File: src/rtl/mul_div_seq.sv
// mul_div_seq: iterative signed/unsigned multiply and divide unit.
// Each operation is either a shift-add multiply or a restoring divide
// that produces one result bit per cycle. A final fix-up cycle applies
// the signs. A divide by zero skips the datapath and completes at once.
module mul_div_seq #(
  parameter int WIDTH = 32
) (
  input  logic                 clk,
  input  logic                 rst_n,
  input  logic                 valid,
  input  logic [1:0]           mode,
  input  logic [WIDTH-1:0]     in_A,
  input  logic [WIDTH-1:0]     in_B,
  output logic                 ready,
  output logic                 busy,
  output logic [2*WIDTH-1:0]   out
);

  localparam int CW = $clog2(WIDTH) + 1;

  typedef enum logic [1:0] {
    S_IDLE = 2'd0,
    S_CALC = 2'd1,
    S_FIX  = 2'd2,
    S_OUT  = 2'd3
  } state_t;

  // mode[1] selects divide, mode[0] selects signed arithmetic
  state_t               state_q, state_d;
  logic [CW-1:0]        cnt_q, cnt_d;
  logic [1:0]           mode_q, mode_d;
  logic                 sign_a_q, sign_a_d;
  logic                 sign_b_q, sign_b_d;
  logic [2*WIDTH-1:0]   acc_q, acc_d;
  logic [WIDTH-1:0]     opb_q, opb_d;
  logic                 ready_q, ready_d;
  logic                 busy_q, busy_d;
  logic [2*WIDTH-1:0]   out_q, out_d;

  logic                 a_neg, b_neg;
  logic [WIDTH-1:0]     a_mag, b_mag;
  logic [WIDTH:0]       add_sum;
  logic [WIDTH:0]       sub_diff;
  logic [2*WIDTH-1:0]   prod_fix;
  logic [WIDTH-1:0]     quo_fix, rem_fix;

  // Operand magnitudes for acceptance and the shared add/subtract datapath
  always_comb begin
    a_neg    = mode[0] & in_A[WIDTH-1];
    b_neg    = mode[0] & in_B[WIDTH-1];
    a_mag    = a_neg ? (-in_A) : in_A;
    b_mag    = b_neg ? (-in_B) : in_B;
    add_sum  = {1'b0, acc_q[2*WIDTH-1:WIDTH]} + {1'b0, opb_q};
    sub_diff = acc_q[2*WIDTH-1:WIDTH-1] - {1'b0, opb_q};
    prod_fix = (mode_q[0] & (sign_a_q ^ sign_b_q)) ? (-acc_q) : acc_q;
    quo_fix  = (mode_q[0] & (sign_a_q ^ sign_b_q)) ? (-acc_q[WIDTH-1:0])
                                                   : acc_q[WIDTH-1:0];
    rem_fix  = (mode_q[0] & sign_a_q) ? (-acc_q[2*WIDTH-1:WIDTH])
                                      : acc_q[2*WIDTH-1:WIDTH];
  end

  // Next-state logic for the control FSM, iteration counter and result
  always_comb begin
    state_d  = state_q;
    cnt_d    = cnt_q;
    mode_d   = mode_q;
    sign_a_d = sign_a_q;
    sign_b_d = sign_b_q;
    acc_d    = acc_q;
    opb_d    = opb_q;
    out_d    = out_q;
    case (state_q)
      S_IDLE: begin
        if (valid) begin
          mode_d   = mode;
          sign_a_d = a_neg;
          sign_b_d = b_neg;
          acc_d    = {{WIDTH{1'b0}}, a_mag};
          opb_d    = b_mag;
          cnt_d    = '0;
          if (mode[1] && (in_B == '0)) begin
            out_d   = {in_A, {WIDTH{1'b1}}};
            state_d = S_OUT;
          end else begin
            state_d = S_CALC;
          end
        end
      end
      S_CALC: begin
        if (mode_q[1]) begin
          if (!sub_diff[WIDTH]) begin
            acc_d = {sub_diff[WIDTH-1:0], acc_q[WIDTH-2:0], 1'b1};
          end else begin
            acc_d = {acc_q[2*WIDTH-2:0], 1'b0};
          end
        end else begin
          if (acc_q[0]) begin
            acc_d = {add_sum, acc_q[WIDTH-1:1]};
          end else begin
            acc_d = {1'b0, acc_q[2*WIDTH-1:1]};
          end
        end
        if (cnt_q == CW'(WIDTH - 1)) begin
          state_d = S_FIX;
        end else begin
          cnt_d = cnt_q + CW'(1);
        end
      end
      S_FIX: begin
        out_d   = mode_q[1] ? {rem_fix, quo_fix} : prod_fix;
        state_d = S_OUT;
      end
      S_OUT: begin
        state_d = S_IDLE;
      end
      default: begin
        state_d = S_IDLE;
      end
    endcase
    ready_d = (state_d == S_OUT);
    busy_d  = (state_d != S_IDLE);
  end

  // State and registered outputs, cleared asynchronously on reset
  always_ff @(posedge clk or negedge rst_n) begin
    if (!rst_n) begin
      state_q  <= S_IDLE;
      cnt_q    <= '0;
      mode_q   <= '0;
      sign_a_q <= 1'b0;
      sign_b_q <= 1'b0;
      acc_q    <= '0;
      opb_q    <= '0;
      ready_q  <= 1'b0;
      busy_q   <= 1'b0;
      out_q    <= '0;
    end else begin
      state_q  <= state_d;
      cnt_q    <= cnt_d;
      mode_q   <= mode_d;
      sign_a_q <= sign_a_d;
      sign_b_q <= sign_b_d;
      acc_q    <= acc_d;
      opb_q    <= opb_d;
      ready_q  <= ready_d;
      busy_q   <= busy_d;
      out_q    <= out_d;
    end
  end

  assign ready = ready_q;
  assign busy  = busy_q;
  assign out   = out_q;

endmodule

File: config.mk
export PLATFORM = sky130hd
export DESIGN_NAME = mul_div_seq
export DESIGN_NICKNAME = d
export VERILOG_FILES = /design/src/rtl/mul_div_seq.sv
export SDC_FILE = /design/constraint.sdc
export NUM_CORES = 1
export LEC_CHECK = 0
export CAP_MARGIN = 10
export CORE_MARGIN = 1
export CORE_UTILIZATION = 30
export DETAILED_ROUTE_END_ITERATION = 7
export PLACE_DENSITY = 0.53
export SLEW_MARGIN = 10
export SYNTH_ARGS = -nofsm -noshare
export SYNTH_HDL_FRONTEND = slang
export SYNTH_SLANG_ARGS = --single-unit
export TNS_END_PERCENT = 50
File: constraint.sdc
create_clock -name clk -period 3.8 [get_ports clk]
set_clock_uncertainty 0.05 [all_clocks]
set_input_delay 0.95 -clock clk [delete_from_list [all_inputs] [get_ports clk]]
set_output_delay 0.95 -clock clk [all_outputs]
set_load 0.01 [all_outputs]
======== After elaboration in Yosys (flattened, before gate mapping) ========
Cells that the tools add are included.
word-level totals
  word-level logic and storage cells ...... 62
  input bits .............................. 69
  output and inout bits ................... 66
  register bits after elaboration ......... 174
operators by class
  multiplexer cells ....................... 21
  reduce and logical (&&, ||, !) cells .... 10
  equality and inequality tests ........... 8
  add/subtract/negate cells ............... 8
  bitwise gates (word level) .............. 5
operators with widths
  kind                   number
  $mux W64               8
  $pmux W64 S2           2
  $mux W32               4
  $neg A32 Y32           4
  $neg A64 Y64           1
  $add A32 B32 Y33       1
  $sub A33 B32 Y33       1
  $logic_not A32 Y1      1
  $mux W6                2
  $pmux W6 S2            1
  $pmux W2 S4            1
  $add A6 B1 Y6 const B  1
  $eq A2 B2 Y1 const B   3
  $eq A6 B5 Y1 const B   1
  $mux W2                3
  $ne A2 B2 Y1 const B   3
  $reduce_and A3 Y1      2
  $reduce_bool A2 Y1     3
  $and A1 B1 Y1          4
  $reduce_and A2 Y1      2
  $eq A2 B1 Y1 const B   1
  $logic_not A2 Y1       1
  $logic_and A1 B1 Y1    1
  $xor A1 B1 Y1          1

======== Depth between registers and ports, before layout ========
Gate-level depths: netlist of run 1.
  depth after elaboration ................. 6
  gate-level depth with buffers ........... 15
  mapped depth without buffers ............ 13

======== Least setup slack after synthesis of run 1 ========
Ideal clock, no wire load.
  path type ............................... register to register
  from .................................... reg acc_q[0]
  to ...................................... reg out_q[46] (netlist: out[46])
  buffers on the path ..................... 2
  stages on the path, launching flop included .. 15
  data required time ...................... 3.621 ns
  data arrival time ....................... 3.140 ns
  path slack .............................. 0.480 ns
  path through ............................ dfrtp_1 > clkbuf_1 > clkinv_1 > clkbuf_1 > ha_1 > or4b_2 > nor2_1 > and4_1 > nand3_1 > nor4_4 > nand2b_1 > a31o_2 > xor2_1 > nand2_1 > o21ai_1
between the ends
  cells in the longest elaborated chain, start to end .. 4
ends and longest elaborated chain
  item                      RTL line  RTL
  start: declaration        34        logic [2*WIDTH-1:0] acc_q, acc_d;
  start signal: assignment  132       acc_q <= '0;
  start signal: assignment  143       acc_q <= acc_d;
  $neg A64 Y64              55        prod_fix = (mode_q[0] & (sign_a_q ^ sign_b_q)) ? (-acc_q) : acc_q;
  $mux W64                  55
  $mux W64                  110       out_d = mode_q[1] ? {rem_fix, quo_fix} : prod_fix;
  $pmux W64 S2              72        case (state_q)
  end signal: assignment    147       out_q <= out_d;
  end: declaration          38        logic [2*WIDTH-1:0] out_q, out_d;
Every way passes these cells.
A chain may end at the register's enable or synchronous reset.

======== Worst setup path in the final report of run 1 ========
  from .................................... reg opb_q[0]
  to ...................................... reg acc_q[59]
between the ends
  cells in the longest elaborated chain, start to end .. 4
  elaborated cells between the ends (all ways) .. 6
  classes of those cells .................. add/sub (2); mux (4)
ends and longest elaborated chain
  item                                                  RTL line  RTL
  start: declaration                                    35        logic [WIDTH-1:0] opb_q, opb_d;
  start signal: assignment                              144       opb_q <= opb_d;
  $sub A33 B32 Y33 or $add A32 B32 Y33 (tied branches)  54, 53
  $mux W64 (on tied branches)                           91, 97
  $mux W64 (*)                                          90        if (mode_q[1]) begin
  $pmux W64 S2 (*)                                      72
Every way passes the cells marked *; elsewhere a longest branch is shown, timed or not.

==> results of run 1 <==
worst max-delay path by stage:
stage                                     from                    end  slack [ns]  depth (start not counted)
after global routing      opb_q[0]$_DFFE_PN0P_  acc_q[59]$_DFFE_PN0P_       0.003                         14
after CTS                 opb_q[0]$_DFFE_PN0P_  acc_q[59]$_DFFE_PN0P_        0.11                         14
after floorplan           acc_q[0]$_DFFE_PN0P_    out[46]$_DFFE_PN0P_        0.48                         14
after detailed placement              in_B[12]    out[40]$_DFFE_PN0P_       -0.05                         10
final                     opb_q[0]$_DFFE_PN0P_  acc_q[59]$_DFFE_PN0P_        0.19                         14
after global placement                 in_A[3]  acc_q[29]$_DFFE_PN0P_       0.002                         12
registers in the layout, indices dropped and copies added (netlist names):
| register | flops |
|---|---|
| sign_b_q | 1 |
| busy | 1 |
| opb_q | 32 |
| out | 64 |
| acc_q | 64 |
| cnt_q | 6 |
| sign_a_q | 1 |
| state_q | 2 |
| ready | 1 |
| mode_q | 2 |
cells in the mapped netlist (all sizes together), types with 4 or more instances:
cell type | instances | share of area, %
nor3 | 72 | 2.6
a211oi | 17 | 0.94
nor3b | 5 | 0.29
o31ai | 25 | 1.4
a31oi | 13 | 0.56
inv | 63 | 1.6
dfrtp | 174 | 30
or2 | 11 | 0.47
o221ai | 18 | 1.1
a22oi | 10 | 0.51
clkbuf | 85 | 2.2
or3 | 21 | 0.90
ha | 69 | 5.9
and4 | 5 | 0.30
mux2i | 91 | 6.2
o41ai | 7 | 0.42
o2111ai | 4 | 0.24
a21boi | 5 | 0.26
xnor2 | 101 | 6.1
o22ai | 8 | 0.38
a21o | 29 | 1.5
o31a | 4 | 0.24
o211ai | 11 | 0.56
buf | 24 | 0.81
and2 | 13 | 0.57
o21a | 7 | 0.36
nand4 | 7 | 0.30
o21ai | 196 | 6.7
a41oi | 7 | 0.42
nor2b | 7 | 0.30
xor2 | 76 | 4.5
nand2b | 21 | 0.90
or4 | 10 | 0.56
nand3 | 31 | 1.1
nor4 | 19 | 1.1
a21oi | 158 | 5.4
and3 | 6 | 0.26
nor2 | 107 | 2.7
nand2 | 241 | 6.2
what timing repair did:
item                                    in CTS  in global routing
gates resized for setup                      0                  3
setup buffers                                0                  0
endpoints found under the setup margin       0                  6
critical path, stage by stage, from the launching register on:
cell	delay, ns
dfrtp_1	0.43
ha_1	0.25
inv_1	0.07
fa_1	0.41
nand2b_1	0.19
a21oi_2	0.22
o22ai_2	0.15
o31ai_2	0.36
a31o_2	0.26
a311o_1	0.27
a211oi_2	0.12
o31ai_1	0.26
buf_4	0.17
a41oi_1	0.11
a22o_1	0.20
metal layers:
metal	up-vias	part of all wire, %	GRT usage, %
met5	-	0	0
met4	0	1.8	5.52
met3	48	5.2	2.58
met2	429	45	31.0
met1	6730	48	28.0
li1	6862	-	-
metrics by stage:
step                TNS (ns)  area [um^2]  worst slack [ns]
CTS                        0        17700             0.106
floorplan                  0        14600             0.480
global route               0        17800           0.00253
finish                     0        17800             0.191
global placement           0        17100           0.00242
detailed placement    -0.461        17100           -0.0468
area by class of cell:
cell class	instances	area (um^2)	share of cell area, %
clock buffer	20	457	2.57
clock inverter	12	149	0.839
inverter	64	240	1.35
multi-input combinational	1482	9650	54.4
sequential	174	4360	24.5
tap	615	769	4.33
timing repair buffer	229	2130	12.0
where the power goes:
part / internal [mW] / switching [mW]
registers: 2.69 / 1.07
logic: 5.24 / 7.01
clock network: 1.02 / 0.878
cell families after synthesis:
family,count (synthesis)
and+or+nand+nor,589
AOI/OAI and AO/OA,552
xor gates and xnor gates,177
DFF,174
buffers and inverters,173
muxes,93
adders and majority gates,71
==> flow_metrics.env, run 1 <==
export IMPL_synth_edf_count=0
export IMPL_hold_path_class="input port to asynchronous set/reset pin"
export IMPL_final_nets=2108
export IMPL_dp_hpwl_mm=37.2
export IMPL_postRouteAntennaNets=0
export IMPL_fmax_mhz=277
export IMPL_dr_first_iter_drc_count=1019
export IMPL_drtPass1Iterations=7
export IMPL_finalMaxSlewViolations=0
export IMPL_yosysWarnings=0
export IMPL_worst_ep_arrival_time_ns=3.91
export IMPL_p_total_mw=17.9
export IMPL_worst_pin_slew_ns=0.634
export IMPL_seq_area_frac_synth_pct=29.8
export IMPL_critical_path_class="flop to flop"
export IMPL_syn2layout_area_growth_pct=21.3
export IMPL_ys_async_sr_fraction_pct=100
export IMPL_vias=14100
export IMPL_cts_clk_slew_worst_paths_ns=0.07
export IMPL_synth_top_family_by_area="compound AO/OA/AOI/OAI gates"
export IMPL_holdWs_ns=0.434
export IMPL_finalHoldViolCount=0
export IMPL_core_rowCount=80
export IMPL_clock_sinks=174
export IMPL_synth_compound_area_share_pct=23.0
export IMPL_rr_worst_depth=14
export IMPL_clock_latency_ns=0.47
export IMPL_fin_cells=2596
export IMPL_die_w_um=223
export IMPL_static_leakage_power_nw=7.28
export IMPL_rsz0062_at_grt="no"
export IMPL_syn_nets=1969
export IMPL_pin_count=135
export IMPL_worstPathRequired_ns=4.10
export IMPL_synthCells=1829
export IMPL_fillerInstances=4934
export IMPL_synthAdderAreaFrac_pct=6.17
export IMPL_min_period_ns=3.61
export IMPL_antenna_cells=0
export IMPL_antenna_found_initial=0
export IMPL_via_per_inst=5.42
export IMPL_post_route_period_util_pct=95.0
export IMPL_synth_main_ff_cell="dfrtp_1"
export IMPL_cts_tree="done"
export IMPL_synth_simple_area_share_pct=19.4
export IMPL_grt_pass1_wl_mm=76.9
export IMPL_die_area_um2=49700
export IMPL_start_util_pct=30.5
export IMPL_crit_path_end_kind="flop"
export IMPL_max_slew_margin_pct=57.4
export IMPL_cts_htree_levels=4
export IMPL_gp_congestion=0.942
export IMPL_dpl_cell_count=2564
export IMPL_synth_cell_area_um2=14600
export IMPL_maxCapViolCount=0
export IMPL_yosys_cell_types_count=90
export IMPL_grt_pass1_vias=13400
export IMPL_rr_startpoint="opb_q[0]$_DFFE_PN0P_"
export IMPL_core_um2=47900
export IMPL_die_y_um=223
export IMPL_syn_avg_cell_area_um2=8.00
export IMPL_wl_per_cell_um=18.9
export IMPL_grt_ovfl_total=0
export IMPL_crit_path_start_kind="flop"
export IMPL_path_max_fanout=3
export IMPL_peakVddDrop_v=0.000429
export IMPL_numCtsBuffers=17
export IMPL_final_cell_mix="nand2_1, o21ai_0, dfrtp_1"
export IMPL_grt_max_degree=130
export IMPL_powerDensity_nw_per_um2=1010
export IMPL_status="completed"
export IMPL_totalWireLength_mm=49.0
export IMPL_cts_root_buf="clkbuf_16"
export IMPL_final_common_cell="nand2_1"
export IMPL_utilization_pct=37.0
export IMPL_setup_viol=0
export IMPL_synth_area_mux_share_pct=6.38
export IMPL_drive_above_1_share_pct=8.68
export IMPL_r2r_end="acc_q[59]$_DFFE_PN0P_"
export IMPL_port_buffer_count=134
export IMPL_yosys_area_share_xor_xnor_pct=10.6
export IMPL_ys_seq_elements=174
export IMPL_reg2reg_slack_ns=0.19
export IMPL_grt_usage_pct=19.7
export IMPL_ctsLongestPathBuffers=2
export IMPL_drcViolationCount=0
export IMPL_cts_hold_fix_buffers=0
Power figures use the tool's default switching activity.
==> run 2: changes to the inputs <==
- ABC_CLOCK_PERIOD_IN_PS: default -> 3800
- SKIP_CTS_REPAIR_TIMING: default -> 1
==> results of run 2 <==
The final DEF is identical to that of run 1; final timing and power are the same.
